===== config.mk =====
export PLATFORM = sky130hd
export DESIGN_NAME = fetch_ctrl
export DESIGN_NICKNAME = d
export VERILOG_FILES = /design/src/rtl/fetch_ctrl.sv
export SDC_FILE = /design/constraint.sdc
export NUM_CORES = 1
export LEC_CHECK = 0
export CORE_UTILIZATION = 57
export CTS_CLUSTER_SIZE = 10
export DETAILED_ROUTE_END_ITERATION = 10
export DONT_BUFFER_PORTS = 1
export GPL_TIMING_DRIVEN = 0
export PLACE_DENSITY = 0.75
export SLEW_MARGIN = 20
export SYNTH_ARGS = -nofsm -noshare
export SYNTH_HDL_FRONTEND = slang
export SYNTH_SLANG_ARGS = --single-unit

===== constraint.sdc =====
create_clock -name clk -period 8.6 [get_ports clk]
set_input_delay 1.72 -clock clk [delete_from_list [all_inputs] [get_ports clk]]
set_output_delay 1.72 -clock clk [all_outputs]
set_load 0.05 [all_outputs]

===== src/rtl/fetch_ctrl.sv =====
// Instruction fetch controller: drives the instruction-memory address and
// buffers fetched {pc, instr} pairs in a 2-entry queue toward decode.
module fetch_ctrl #(
    parameter logic [31:0] RESET_PC = 32'd0,
    parameter logic [31:0] PC_LIMIT = 32'd44
) (
    input  logic        clk,
    input  logic        reset,
    output logic [31:0] IMEM_PC,
    input  logic [31:0] IMEM_instruction,
    input  logic        redirect_valid,
    input  logic [31:0] redirect_target,
    output logic        fetch_valid,
    input  logic        fetch_ready,
    output logic [31:0] fetch_instr,
    output logic [31:0] fetch_pc,
    output logic        idle
);

    typedef enum logic {
        RUN  = 1'b0,
        DONE = 1'b1
    } state_t;

    state_t      state;
    state_t      state_next;
    logic [31:0] pc;
    logic [31:0] pc_next;
    logic [1:0]  count;
    logic [31:0] slot_pc    [2];
    logic [31:0] slot_instr [2];
    logic        push;
    logic        pop;
    logic        unused_target_bits;

    assign unused_target_bits = ^redirect_target[1:0];

    // Redirect overrides both queue ends; state follows the PC it will hold.
    always_comb begin
        push    = 1'b0;
        pop     = 1'b0;
        pc_next = pc;
        if (redirect_valid) begin
            pc_next = {redirect_target[31:2], 2'b00};
        end else begin
            pop  = (count != 2'd0) && fetch_ready;
            push = (state == RUN) && ((count != 2'd2) || pop);
            if (push) begin
                pc_next = pc + 32'd4;
            end
        end
        state_next = (pc_next < PC_LIMIT) ? RUN : DONE;
    end

    always_ff @(posedge clk) begin
        if (reset) begin
            state <= RUN;
            pc    <= RESET_PC;
            count <= '0;
        end else begin
            state <= state_next;
            pc    <= pc_next;
            if (redirect_valid) begin
                count <= '0;
            end else if (push && !pop) begin
                count <= count + 2'd1;
            end else if (pop && !push) begin
                count <= count - 2'd1;
            end
        end
    end

    // Payload needs no reset: occupancy alone qualifies the head.
    always_ff @(posedge clk) begin
        if (!redirect_valid) begin
            if (pop) begin
                slot_pc[0]    <= slot_pc[1];
                slot_instr[0] <= slot_instr[1];
            end
            if (push) begin
                if (pop) begin
                    if (count == 2'd2) begin
                        slot_pc[1]    <= IMEM_PC;
                        slot_instr[1] <= IMEM_instruction;
                    end else begin
                        slot_pc[0]    <= IMEM_PC;
                        slot_instr[0] <= IMEM_instruction;
                    end
                end else begin
                    slot_pc[count[0]]    <= IMEM_PC;
                    slot_instr[count[0]] <= IMEM_instruction;
                end
            end
        end
    end

    assign IMEM_PC     = pc;
    assign fetch_valid = (count != 2'd0);
    assign fetch_instr = fetch_valid ? slot_instr[0] : '0;
    assign fetch_pc    = fetch_valid ? slot_pc[0] : '0;
    assign idle        = (state == DONE) && (count == 2'd0);

endmodule


# --- Yosys cells after proc, flatten, opt, wreduce, memory -nomap -nowiden ---
# Memories as Yosys holds them, arrays and structs flattened.
# Cells that the tools add are included.
op_classes:
  addsub: 3
  mul: 0
  div_mod_pow: 0
  magnitude_cmp: 1
  eq_ne: 2
  shifts: 0
  mux: 34
  bitwise_logic: 3
  n_reduce_logical: 14
ops:
  columns: ["operator", "n"]
  rows:
  - ["$mux 32", 8]
  - ["$reduce_or 32->1", 2]
  - ["$add 32x3->32 const B", 1]
  - ["$lt 32x6->1 const B", 1]
  - ["$mux 1", 24]
  - ["$logic_and 1x1->1", 5]
  - ["$mux 2", 2]
  - ["$reduce_bool 2->1", 2]
  - ["$add 2x1->2 const B", 1]
  - ["$eq 2x2->1 const B", 1]
  - ["$logic_not 1->1", 2]
  - ["$logic_not 2->1", 1]
  - ["$ne 2x2->1 const B", 1]
  - ["$or 1x1->1", 2]
  - ["$reduce_or 2->1", 1]
  - ["$sub 2x1->2 const B", 1]
  - ["$logic_or 1x1->1", 1]
  - ["$not 1->1", 1]
word_totals:
  reg_bits: 35
  latchBits: 0
  ram_bits: 128
  romBits: 0
  inputBits: 68
  output_inout_bits: 98
  wordCells: 62
  memories: 2
memory_table:
  columns: ["memory", "depth", "word_bits", "rd", "rd_ports_with_merged_regs", "write_ports", "line_no", "source"]
  rows:
  - ["slot_instr", 2, 32, 2, 0, 2, "31", "logic [31:0] slot_instr [2];"]
  - ["slot_pc", 2, 32, 2, 0, 2, "30", "logic [31:0] slot_pc [2];"]

# --- Longest topological paths before layout ---
# Gate-level depths: netlist of the first run.
depth:
  ltp_word: 10
  mapped_depth: 11
  mapped_depth_nobuf: 8

# --- Worst setup path after synthesis of the first run ---
# Ideal clock, no wire load.
synth_timing:
  path_kind: "input port to flip-flop"
  start: "input port redirect_valid"
  end: "memory slot_instr[0][0], enable pin"
  setup_time_ns: 0.568
  arrival_time_ns: 7.761
  t_required_ns: 8.032
  setup_slack_ns: 0.272
  path_stages: 9
  n_path_buf: 4
  cell_sequence: "clkbuf_1 clkbuf_1 buf_1 buf_1 nor3_1 ha_1 nor2b_1 a31oi_1 o21ai_0"
synth_lines:
  columns: ["item", "line_no", "source"]
  rows:
  - ["start: declaration", "11", "input logic redirect_valid,"]
  - ["end: declaration", "31", null]

==> results_dict.tcl, run 1 <==
set metrics [dict create \
    status "complete, no violations" \
    io_pins 166 \
    cp_common_cell "clkbuf_1" \
    grt_overflow 0 \
    drive_above_1_share_pct 20.1 \
    wl_per_cell_um 21.2 \
    yosys_warnings 0 \
    antennaDiodeCount 0 \
    hold_start "slot_pc[1][4]" \
    grt_max_degree 26 \
    synth_seq_cells 157 \
    grt_pass1_wl_mm 25.2 \
    synth_async_sr_flop_share_pct 0 \
    pre_cts_slack_ps 2280 \
    port_buffers 0 \
    holdWs_ps 545 \
    timing.fmax_mhz 168 \
    synth-main-ff-cell "edfxtp_1" \
    drt-initial-drc-count 400 \
    tns_ps 0 \
    die_y_um 114 \
    cts-resized-gates 0 \
    slew_violations 0 \
    synth_edf_count 124 \
    min_period_ps 5970 \
    ant_nets 0 \
    yosysSeqAreaShare_pct 61.4 \
    crit_start "redirect_valid" \
    setup_ws_ps 2630 \
    critical_path_required_ps 8760 \
    die_area_sq_um 13000 \
    cellPowerDensity_nw_per_um2 230 \
    numCtsBuffers 17 \
    via_per_inst 6.01 \
    htree_levels 4 \
    maxSlewHeadroom_pct 32.2 \
    postCtsSetupBuffers 0 \
    worstMarginPinSlew_ps 1020 \
    num_rows 40 \
    rsz0062_at_grt "false" \
    insertion_delay_ps 420 \
    dp_hpwl_mm 11.6 \
    synth_cell_types 57 \
    drv_cap 0 \
    drt_first_pass_iters 5 \
    final_common_cell "edfxtp_1" \
    clock_sinks 157 \
    synthCells 553 \
    end_kind "register" \
    leakagePower_nw 2.68 \
    clk_path_buf_depth 2 \
    place_congestion 0.925 \
    fin_crit_sh_pct 69.4 \
    cts_tree "done" \
    area_growth_pct 13.4 \
    coreArea_sq_um 12100 \
    grt.total_usage_pct 26.1 \
    grt_pass1_vias 4617 \
    root_buffer "clkbuf_16" \
    cpPeakStageDelay_ps 680 \
    cp_max_fo 10 \
    drt-total-wl_mm 16.1 \
    layout_common_cells "124 x edfxtp_1, 64 x mux2_2, 63 x and2_1" \
    drc 0 \
    postSynthAreaPerCell_sq_um 12.9 \
    nNetsFinal 649 \
    path_cells "clkbuf_1 > clkbuf_1 > buf_1 > buf_1 > nor3_1 > ha_1 > nor2b_1 > a31oi_1 > nor2_1 > clkbuf_1 > mux2_2" \
    hold_viol 0 \
    hold_buffers 0 \
    arrival_ps 6130 \
    die_w_um 114 \
    clk_pin_slew_ps 60 \
    hold_class "reg -> reg" \
    synthesis.area_sq_um 7140 \
    skew_ps 7.32 \
    vias 4571 \
    finalSetupViolations 0 \
    antenna_found_initial 1 \
    vdd.ir_drop.worst_mv 0.241 \
    r2r-start "count[0]" \
    critPathKind "in -> reg" \
    crit_path_top_delay_cell "buf_1" \
    initial_core_util_pct 59.0 \
    critPathLaunchType "input pin" \
]
==> Yosys cell counts (3+ instances only) <==
library cell / n / area [sq um]
nor4_1: 8 / 50.1
nor4b_1: 3 / 26.3
clkbuf_1: 24 / 90.1
edfxtp_1: 124 / 3720
o21ai_0: 6 / 30.0
dfxtp_1: 33 / 661
nor3_1: 19 / 95.1
nand2b_1: 10 / 62.6
nand3_1: 9 / 45.0
and3_1: 6 / 37.5
nor3b_1: 3 / 22.5
or4_1: 3 / 22.5
nand4_1: 12 / 75.1
a211oi_1: 5 / 37.5
o31a_1: 4 / 35.0
nand2_1: 19 / 71.3
buf_1: 3 / 11.3
o31ai_1: 3 / 22.5
and4_1: 5 / 43.8
o21a_1: 3 / 22.5
mux2_2: 64 / 721
o31ai_2: 3 / 37.5
xor2_1: 7 / 61.3
and2_1: 63 / 394
xnor2_1: 15 / 131
nor2b_1: 8 / 50.1
nor2_1: 37 / 139
buf_2: 4 / 20.0
buf_4: 5 / 37.5
a21oi_1: 9 / 45.0
mux2i_1: 3 / 30.0
==> sequential cells by signal, summed over array words and instances, names as in the netlist <==
name        cells
state           1
IMEM_PC        30
slot_instr     64
slot_pc        60
count           2
==> metal layers <==
metal / vias to the layer above / GRT usage, % / wire [um]
li1: 2106 / - / -
met2: 195 / 41.8 / 7860
met5: - / 0 / 11
met4: 2 / 9.09 / 239
met3: 25 / 9.62 / 1400
met1: 2243 / 32.9 / 6580
==> logic make-up after synthesis <==
kind of cell	Yosys count	synth area share (%)
XOR/XNOR	22	2.70
AND/OR/NAND/NOR	219	17.9
multiplexers	67	10.5
other	1	0.0525
flip-flops	157	61.4
buffers and inverters	40	2.45
adder cells (fa/ha/maj)	2	0.350
AO/OA/AOI/OAI	45	4.63
==> power by group <==
group	total [W]	switching [W]	internal [W]
Sequential	0.000907	0.0000576	0.000849
Clock	0.000773	0.000287	0.000485
Combinational	0.000179	0.000127	0.0000527
Total	0.00186	0.000472	0.00139
==> through the flow <==
stage	utilization, %	total power [W]	cells	instance area [sq um]
after floorplan	-	0.00106	556	7150
after global placement	60.8	0.00110	724	7360
after detailed placement	61.8	0.00110	728	7490
after CTS	66.8	0.00187	760	8100
after global routing	66.8	0.00191	760	8100
final	66.8	0.00186	760	8100
==> critical path, delay by kind of cell <==
kind,cells,cell delay [ps]
adders and majority gates,1,270
AOI/OAI and AO/OA,1,170
buffers and inverters,5,2590
muxes,1,400
and+or+nand+nor,3,950
==> layout make-up <==
class / count / area (sq um)
flip-flops and latches: 157 / 4380
fillers: 917 / 4020
multi-input cells: 359 / 2610
clock buffers: 21 / 440
well taps: 168 / 210
clock inverters: 11 / 165
plain buffers: 37 / 164
repair buffers: 4 / 110
inverters: 3 / 11.3
==> final timing paths <==
path                                          end  slack, ps  cells past startpoint
worst max-delay path            slot_instr[0][10]       2630                     11
worst min-delay path                slot_pc[0][4]        550                      1
worst max register to register  slot_instr[0][10]       4880                      9
worst min register to register      slot_pc[0][4]        550                      1
Power figures use the tool's default switching activity.
==> inputs of run 2 (changes only) <==
Clock period 8.6 ns to 5.15 ns, I/O delays scaled along.
==> results_dict.tcl, run 2 (same netlist as run 1, synthesis figures left out) <==
set metrics [dict create \
    end_kind "register" \
    num_rows 40 \
    antenna_found_initial 3 \
    place_congestion 0.932 \
    status "complete, no violations" \
    clk_pin_slew_ps 60 \
    cp_max_fo 10 \
    hold_viol 0 \
    hold_buffers 0 \
    fin_crit_sh_pct 92.5 \
    numCtsBuffers 17 \
    grt_busiest_layer "met2" \
    cts_tree "done" \
    skew_ps 7.98 \
    postCtsSetupBuffers 0 \
    rsz0062_at_grt "false" \
    grt_overflow 0 \
    cts-resized-gates 0 \
    die_area_sq_um 13000 \
    leakagePower_nw 2.69 \
    cellPowerDensity_nw_per_um2 381 \
    slew_violations 0 \
    root_buffer "clkbuf_16" \
    crit_path_top_delay_cell "buf_1" \
    timing.fmax_mhz 210 \
    coreArea_sq_um 12100 \
    hold_depth 1 \
    path_cells "clkbuf_1 > clkinv_1 > buf_1 > clkbuf_1 > nand3_1 > ha_1 > nor2b_1 > a31oi_1 > nor2_2 > clkbuf_1 > mux2_2" \
    via_per_inst 5.99 \
    drv_cap 0 \
    io_pins 166 \
    final_common_cell "edfxtp_1" \
    dp.cells 729 \
    maxSlewHeadroom_pct 31.5 \
    cpPeakStageDelay_ps 590 \
    min_period_ps 4760 \
    drt-initial-drc-count 331 \
    nNetsFinal 650 \
    clk_path_buf_depth 2 \
    largest_register "slot_instr" \
    port_buffers 0 \
    critPathKind "in -> reg" \
    vdd.ir_drop.worst_mv 0.229 \
    grt.total_usage_pct 25.4 \
    grt_pass1_vias 4529 \
    grt_util_met3_pct 9.62 \
    p_total_w 0.00309 \
    drt_first_pass_iters 5 \
    hold_class "reg -> reg" \
    pre_cts_slack_ps -437 \
    drc 0 \
    dpl_cell_area_sq_um 7510 \
    drive_above_1_share_pct 20.9 \
    die_y_um 114 \
    drt-total-wl_mm 15.9 \
    htree_levels 4 \
    grt_pass1_wl_mm 24.3 \
    grt_util_met2_pct 39.8 \
    die_w_um 114 \
    critical_path_required_ps 5310 \
    layout_common_cells "124 x edfxtp_1, 64 x mux2_2, 63 x and2_1" \
    finalSetupViolations 0 \
    vias 4565 \
    grt_max_degree 28 \
    largest_reg_flops 64 \
    dp_hpwl_mm 11.4 \
    arrival_ps 4930 \
    initial_core_util_pct 59.0 \
    critPathLaunchType "input pin" \
    clock_sinks 157 \
    instances_no_fill 762 \
    insertion_delay_ps 420 \
    setup_ws_ps 387 \
    ant_nets 0 \
    worstMarginPinSlew_ps 1030 \
    r2r_cells 9 \
    fin_area_sq_um 8120 \
    area_growth_pct 13.8 \
    wl_per_cell_um 20.8 \
    cp_common_cell "clkbuf_1" \
    met1_usage_pct 31.5 \
]
[run 2: final timing paths]
kind | end | start | slack, ps
hold reg to reg | slot_pc[0][27] | slot_pc[1][27] | 550
setup reg to reg | slot_pc[0][11] | count[0] | 1600
setup / recovery | slot_pc[0][11] | redirect_valid | 390
hold / removal | slot_pc[0][27] | slot_pc[1][27] | 550
[run 2: through the flow]
step / setup TNS [ps] / hold WS [ps] / utilization [%]
floorplan: 0 / 525 / -
global placement: -117150 / 528 / 60.8
detailed placement: -22860 / 533 / 62.0
CTS: 0 / 548 / 67.0
global route: 0 / 554 / 67.1
finish: 0 / 546 / 67.1
[run 2: where the power goes]
part	switching (W)	internal [W]	leakage [nW]	total (W)
Sequential	0.0000960	0.00142	1.40	0.00151
Clock	0.000475	0.000802	0.287	0.00128
Combinational	0.000213	0.0000910	0.998	0.000304
Total	0.000783	0.00231	2.69	0.00309
[run 2: critical path: cells and delay by family]
kind,cells,cell delay [ps]
simple gates,3,900
buf+inv,5,2090
mux,1,410
fa+ha+maj,1,300
compound gates,1,190
[run 2: cell type report]
class                      count  area (sq um)
multi-input combinational    359          2610
timing repair buffer           5           130
buffer                        37           165
clock inverter                13           174
clock buffer                  18           429
fill                         940          3990
inverter                       3          11.3
antenna                        2          5.00
tap                          168           210
sequential                   157          4380
[run 2: metal layers]
| layer | vias up | part of all wire (%) |
|---|---|---|
| met5 | - | 0.050 |
| met4 | 2 | 2.3 |
| met3 | 35 | 9.8 |
| met2 | 231 | 47 |
| met1 | 2202 | 40 |
| li1 | 2095 | - |
==> inputs of run 3 (changes only) <==
Settings changed: CAP_MARGIN set to 25, REMOVE_ABC_BUFFERS set to 1.
==> results_dict.tcl, run 3 (same netlist as run 1, synthesis figures left out) <==
set metrics [dict create \
    num_rows 40 \
    root_buffer "clkbuf_16" \
    port_buffers 0 \
    largest_reg_flops 64 \
    skew_ps 6.95 \
    critPathKind "in -> reg" \
    hold_buffers 0 \
    nNetsFinal 616 \
    cp_max_fo 53 \
    r2r_cells 10 \
    path_cells "clkinv_1 > nand3_1 > ha_1 > nor2b_1 > a31oi_1 > nor2_4 > buf_16 > buf_16 > buf_16 > mux2_2" \
    fin_crit_sh_pct 76.1 \
    grt.total_usage_pct 23.8 \
    arrival_ps 4080 \
    grt_pass1_vias 4271 \
    io_pins 166 \
    drv_cap 0 \
    ant_nets 0 \
    drt-total-wl_mm 15.0 \
    min_period_ps 3920 \
    via_per_inst 6.08 \
    antennaDiodeCount 0 \
    insertion_delay_ps 420 \
    grt_overflow 0 \
    initial_core_util_pct 59.0 \
    drc 0 \
    timing.fmax_mhz 255 \
    cp_common_cell "buf_16" \
    drive_above_1_share_pct 20.4 \
    drt-initial-drc-count 481 \
    die_w_um 114 \
    place_congestion 0.826 \
    largest_register "slot_instr" \
    pre_cts_slack_ps 830 \
    rsz0062_at_grt "false" \
    r2r-end "slot_instr[0][19]" \
    wl_per_cell_um 20.6 \
    clk_path_buf_depth 2 \
    slew_violations 0 \
    grt_max_degree 66 \
    status "complete, no violations" \
    die_y_um 114 \
    antenna_found_initial 0 \
    vdd.ir_drop.worst_mv 0.253 \
    whs_endpoint "slot_pc[0][8]" \
    cpPeakStageDelay_ps 620 \
    clock_sinks 157 \
    final_common_cell "edfxtp_1" \
    layout_common_cells "124 x edfxtp_1, 64 x mux2_2, 63 x and2_1" \
    dp_hpwl_mm 10.0 \
    leakagePower_nw 2.62 \
    grt_pass1_wl_mm 23.1 \
    setup_ws_ps 1230 \
    coreArea_sq_um 12100 \
    worstMarginPinSlew_ps 900 \
    cts-resized-gates 0 \
    drt_first_pass_iters 5 \
    clk_pin_slew_ps 60 \
    maxSlewHeadroom_pct 39.5 \
    area_growth_pct 12.0 \
    cts_tree "done" \
    die_area_sq_um 13000 \
    htree_levels 4 \
    vias 4418 \
    end_kind "register" \
    numCtsBuffers 17 \
    holdWs_ps 546 \
    critical_path_required_ps 5310 \
    finalSetupViolations 0 \
    postCtsSetupBuffers 0 \
    r2r-start "count[0]" \
    r2r_setup_slack_ps 1390 \
    hold_viol 0 \
    critPathTopFamily "buffers and inverters" \
    hold_depth 1 \
    critPathLaunchType "input pin" \
    crit_path_top_delay_cell "clkinv_1" \
    fin_area_sq_um 8000 \
    dpl_cell_area_sq_um 7440 \
    hold_start "slot_pc[1][8]" \
    critPathBufInv 4 \
    hold_class "reg -> reg" \
    fillers 898 \
    cellPowerDensity_nw_per_um2 374 \
]
==> run 3: worst register-to-register path, stage by stage, from the launching register on <==
cell and delay [ps]:
dfxtp_1 460, or2_4 660, nand3_1 290, ha_1 290, nor2b_1 160, a31oi_1 210
nor2_4 520, buf_16 240, buf_16 170, buf_16 180, mux2_2 350
==> run 3: area by class of cell <==
| cell class | instances | area, sq um | share of cell area [%] |
|---|---|---|---|
| clock buffers | 20 | 437 | 5.46 |
| clock inverters | 12 | 121 | 1.52 |
| inverters | 3 | 11.3 | 0.141 |
| multi-input cells | 359 | 2620 | 32.8 |
| flip-flops and latches | 157 | 4380 | 54.8 |
| well taps | 168 | 210 | 2.63 |
| repair buffers | 8 | 213 | 2.66 |
==> run 3: worst max-delay path by stage <==
stage / start / to / slack, ps / depth (start not counted)
2_1_floorplan: fetch_ready / slot_instr[0][0] / -1880 / 6
3_3_place_gp: redirect_valid / slot_instr[0][8] / -4490 / 6
3_5_place_dp: redirect_valid / slot_instr[0][12] / 830 / 10
4_1_cts: redirect_valid / slot_instr[0][12] / 1260 / 10
5_1_grt: redirect_valid / slot_instr[0][5] / 990 / 10
6_report: redirect_valid / slot_instr[0][19] / 1230 / 10
==> run 3: routing by layer <==
metal  vias to the layer above  part of all wire, %  track usage [%]
li1                       2019                    -                -
met3                        33                  8.7             8.77
met2                       210                   47             37.5
met5                         -                    0                0
met4                         0                  2.1             9.61
met1                      2156                   42             29.8
==> run 3: metrics by stage <==
stage / utilization, % / TNS, ps / std cells / power (W)
after floorplan: - / -131610 / 519 / 0.00176
after detailed placement: 61.4 / 0 / 695 / 0.00183
after global routing: 66.0 / 0 / 727 / 0.00308
final: 66.0 / 0 / 727 / 0.00299
after CTS: 66.0 / 0 / 727 / 0.00301
after global placement: 59.4 / -510220 / 687 / 0.00181
==> run 3: report_power, final <==
| part | internal, W | total [W] | leakage (nW) | switching [W] |
|---|---|---|---|---|
| clock network | 0.000708 | 0.00119 | 0.263 | 0.000480 |
| registers | 0.00142 | 0.00152 | 1.40 | 0.0000996 |
| logic | 0.0000901 | 0.000282 | 0.951 | 0.000192 |
==> edit (flow settings as in run 1) <==
Add an input register stage for `redirect_target`, cleared by the reset; this delays it by one clock. The other inputs are not delayed to match.
--- a/src/rtl/fetch_ctrl.sv
+++ b/src/rtl/fetch_ctrl.sv
@@ -22,6 +22,16 @@
         DONE = 1'b1
     } state_t;
 
+    logic [31:0] redirect_target_q;
+
+    always_ff @(posedge clk) begin
+        if (reset) begin
+            redirect_target_q <= '0;
+        end else begin
+            redirect_target_q <= redirect_target;
+        end
+    end
+
     state_t      state;
     state_t      state_next;
     logic [31:0] pc;
@@ -33,7 +43,7 @@
     logic        pop;
     logic        unused_target_bits;
 
-    assign unused_target_bits = ^redirect_target[1:0];
+    assign unused_target_bits = ^redirect_target_q[1:0];
 
     // Redirect overrides both queue ends; state follows the PC it will hold.
     always_comb begin
@@ -41,7 +51,7 @@
         pop     = 1'b0;
         pc_next = pc;
         if (redirect_valid) begin
-            pc_next = {redirect_target[31:2], 2'b00};
+            pc_next = {redirect_target_q[31:2], 2'b00};
         end else begin
             pop  = (count != 2'd0) && fetch_ready;
             push = (state == RUN) && ((count != 2'd2) || pop);
Behaviour: not the same (a bounded check fails within 4 cycles, from zero or initial values and one cycle with reset high).
==> edit against run 1 <==
- area after synthesis is 12% higher
- critical path depth is 1 higher
- power is 8.5% higher
- sequential power is 16% higher
- sequential cell count is 30 higher
- cell area is 11% higher
- wire length is 8.2% higher
- setup slack worse by 0.31 ns
- via count is 9.7% higher
- largest cell class unchanged
==> edit: results (changes against run 1) <==
Setup path
  • Crit path DAT: 6.46 ns (+0.33 ns)
  • Slowest cell on crit path: buf_1
  • CP peak stage delay: 0.61 ns (-0.07 ns)
  • Max FO, Critical Path: 10 (unchanged)
  • Crit path max-delay family: buffers and inverters

Synthesis
  • Synth Warn #: 0 (unchanged)
  • Compound-Gate Fraction of Synth Area: 4.617% (-0.0091 points)
  • Top post-synthesis cells by area: edfxtp_1, dfxtp_1, mux2_2, and2_1, nor2b_1
  • Post-synthesis mux area share: 9.265% (-1.2 points)
  • Synth cell types: 57 (unchanged)
  • EDFF count, synth: 124 (unchanged)
  • Synth Area in Adders: 0.3141% (-0.036 points)
  • Post-synthesis xor/xnor area fraction: 2.748% (+0.050 points)
  • Asr flop ratio synth: 0% (unchanged)
  • Most frequent cells after synthesis: edfxtp_1, and2_1, dfxtp_1
  • Register area share after synthesis: 62.56% (+1.2 points)

Detailed routing
  • 1st-pass router iterations: 5 (unchanged)
  • Via count: 5013 (+9.7%)
  • Starting DRT DRC Count: 429 (+7.2%)
  • WL/cell: 20.60 um (-2.7%)

Global routing
  • GR Util met3: 8.302% (-1.3 points)
  • Met2 Resource Use GR: 40.05% (-1.7 points)
  • Largest net degree at the start of global routing: 26 (unchanged)
  • Initial antenna violation count: 0 (-1)
  • Vias in the first global route: 5067 (+9.7%)
  • Met1 usage: 32.09% (-0.79 points)
  • GRT Total Usage: 25.30% (-0.84 points)
  • First-pass GRT wire length: 27480 um (+8.9%)

Min path
  • Min-Delay Path Class: flip-flop to flip-flop

Clock tree
  • PostCTS Resize Cnt: 0 (unchanged)
  • Setup Buffers After CTS: 0 (unchanged)
  • Max clock buf depth: 2 (unchanged)
  • H-tree depth: 4 (unchanged)
  • Skew-Pair Late Insertion Delay: 0.43 ns
  • Root buffer cell: clkbuf_16
  • CTS Buf Count: 17 (unchanged)
  • Clock-pin slew on the worst setup and hold paths: 0.07 ns

Cells and area
  • Layout net count: 726 (+12%)
  • ANT cells: 0 (unchanged)
  • Biggest regs: slot_instr: 64 flops, slot_pc: 60 flops
  • Number of fill cells: 1003 (+9.4%)
  • Layout cells sized above 1: 17.64% (-2.5 points)

Power and ir drop
  • Peak VDD IR: 0.1656 mV (-31%)
  • LEAKAGE: 3.051 nW (+14%)

STA
  • Clk_skew: 0.01261 ns (+0.005285 ns)
  • Max_slew headroom: 33.09% (+0.88 points)

Placed design
  • Port Buffers: 0 (unchanged)
  • Gpl congestion: 0.8807 (-4.8%)
  • Post-DP HPWL: 12440 um (+7.3%)

Run status
  • Outcome: finished clean
==> edit: cell count changes in the layout (fill, tap and decap cells not counted), moves of 5 or more <==
cell and change:
inv_1 +5, nor2b_1 +27, xor2_1 +6, clkbuf_8 +6, nand2b_1 -8, dfxtp_1 +30
nor2_1 +7, nor4_1 +8
==> edit: worst reg2reg max path, stage by stage, from the launching register on <==
cell      delay (ns)
dfxtp_1         0.37
nor3b_1         0.45
clkbuf_1        0.42
nor3_1          0.10
ha_1            0.27
nor2b_1         0.18
a31oi_1         0.17
nor2_1          0.57
clkbuf_1        0.52
mux2_2          0.42
==> edit: logic make-up after synthesis <==
kind of cell,after synthesis
AND/OR/NAND/NOR,247
flip-flops,187
multiplexers,66
AO/OA/AOI/OAI,52
buffers and inverters,49
XOR/XNOR,25
adder cells (fa/ha/maj),2
other,1
==> edit: area by class of cell <==
cell class | count | area (um^2) | area share [%]
repair buffers | 5 | 117.6 | 1.315
multi-input cells | 396 | 2783 | 31.10
clock inverters | 9 | 81.33 | 0.9090
well taps | 176 | 220.2 | 2.461
inverters | 6 | 22.52 | 0.2517
plain buffers | 43 | 207.7 | 2.321
clock buffers | 23 | 530.5 | 5.929
flip-flops and latches | 187 | 4985 | 55.71
==> edit: power by group <==
part           switching [mW]  internal (mW)
logic                   0.129         0.0543
clock network           0.324          0.464
registers              0.0529          0.992
==> edit: per-stage QoR <==
stage | area, um^2 | std cells | utilization, % | worst slack (ns) | hold slack, ns
global route | 8947 | 845 | 66.51 | 2.005 | 0.4907
detailed placement | 8335 | 813 | 61.96 | 1.933 | 0.4703
floorplan | 7979 | 632 | - | 1.666 | 0.4406
global placement | 8199 | 808 | 60.95 | -0.4400 | 0.4617
finish | 8947 | 845 | 66.51 | 2.319 | 0.4797
CTS | 8947 | 845 | 66.51 | 2.369 | 0.4793
==> edit: worst paths after layout <==
path                                                        from                       to  slack [ns]  depth (start not counted)
worst max register to register             count[0]$_SDFFE_PP0P_  slot_pc[0][7]$_DFFE_PP_        4.88                          9
worst max-delay path                              redirect_valid  slot_pc[0][7]$_DFFE_PP_        2.32                         12
worst min register to register  redirect_target_q[17]$_SDFF_PP0_   IMEM_PC[17]$_SDFF_PP0_        0.48                          2
worst min-delay path            redirect_target_q[17]$_SDFF_PP0_   IMEM_PC[17]$_SDFF_PP0_        0.48                          2
==> edit: layer usage <==
metal	routed length (um)	up-vias
li1	-	2336
met1	7273	2426
met2	8264	217
met3	1403	34
met4	465	0
met5	0	-
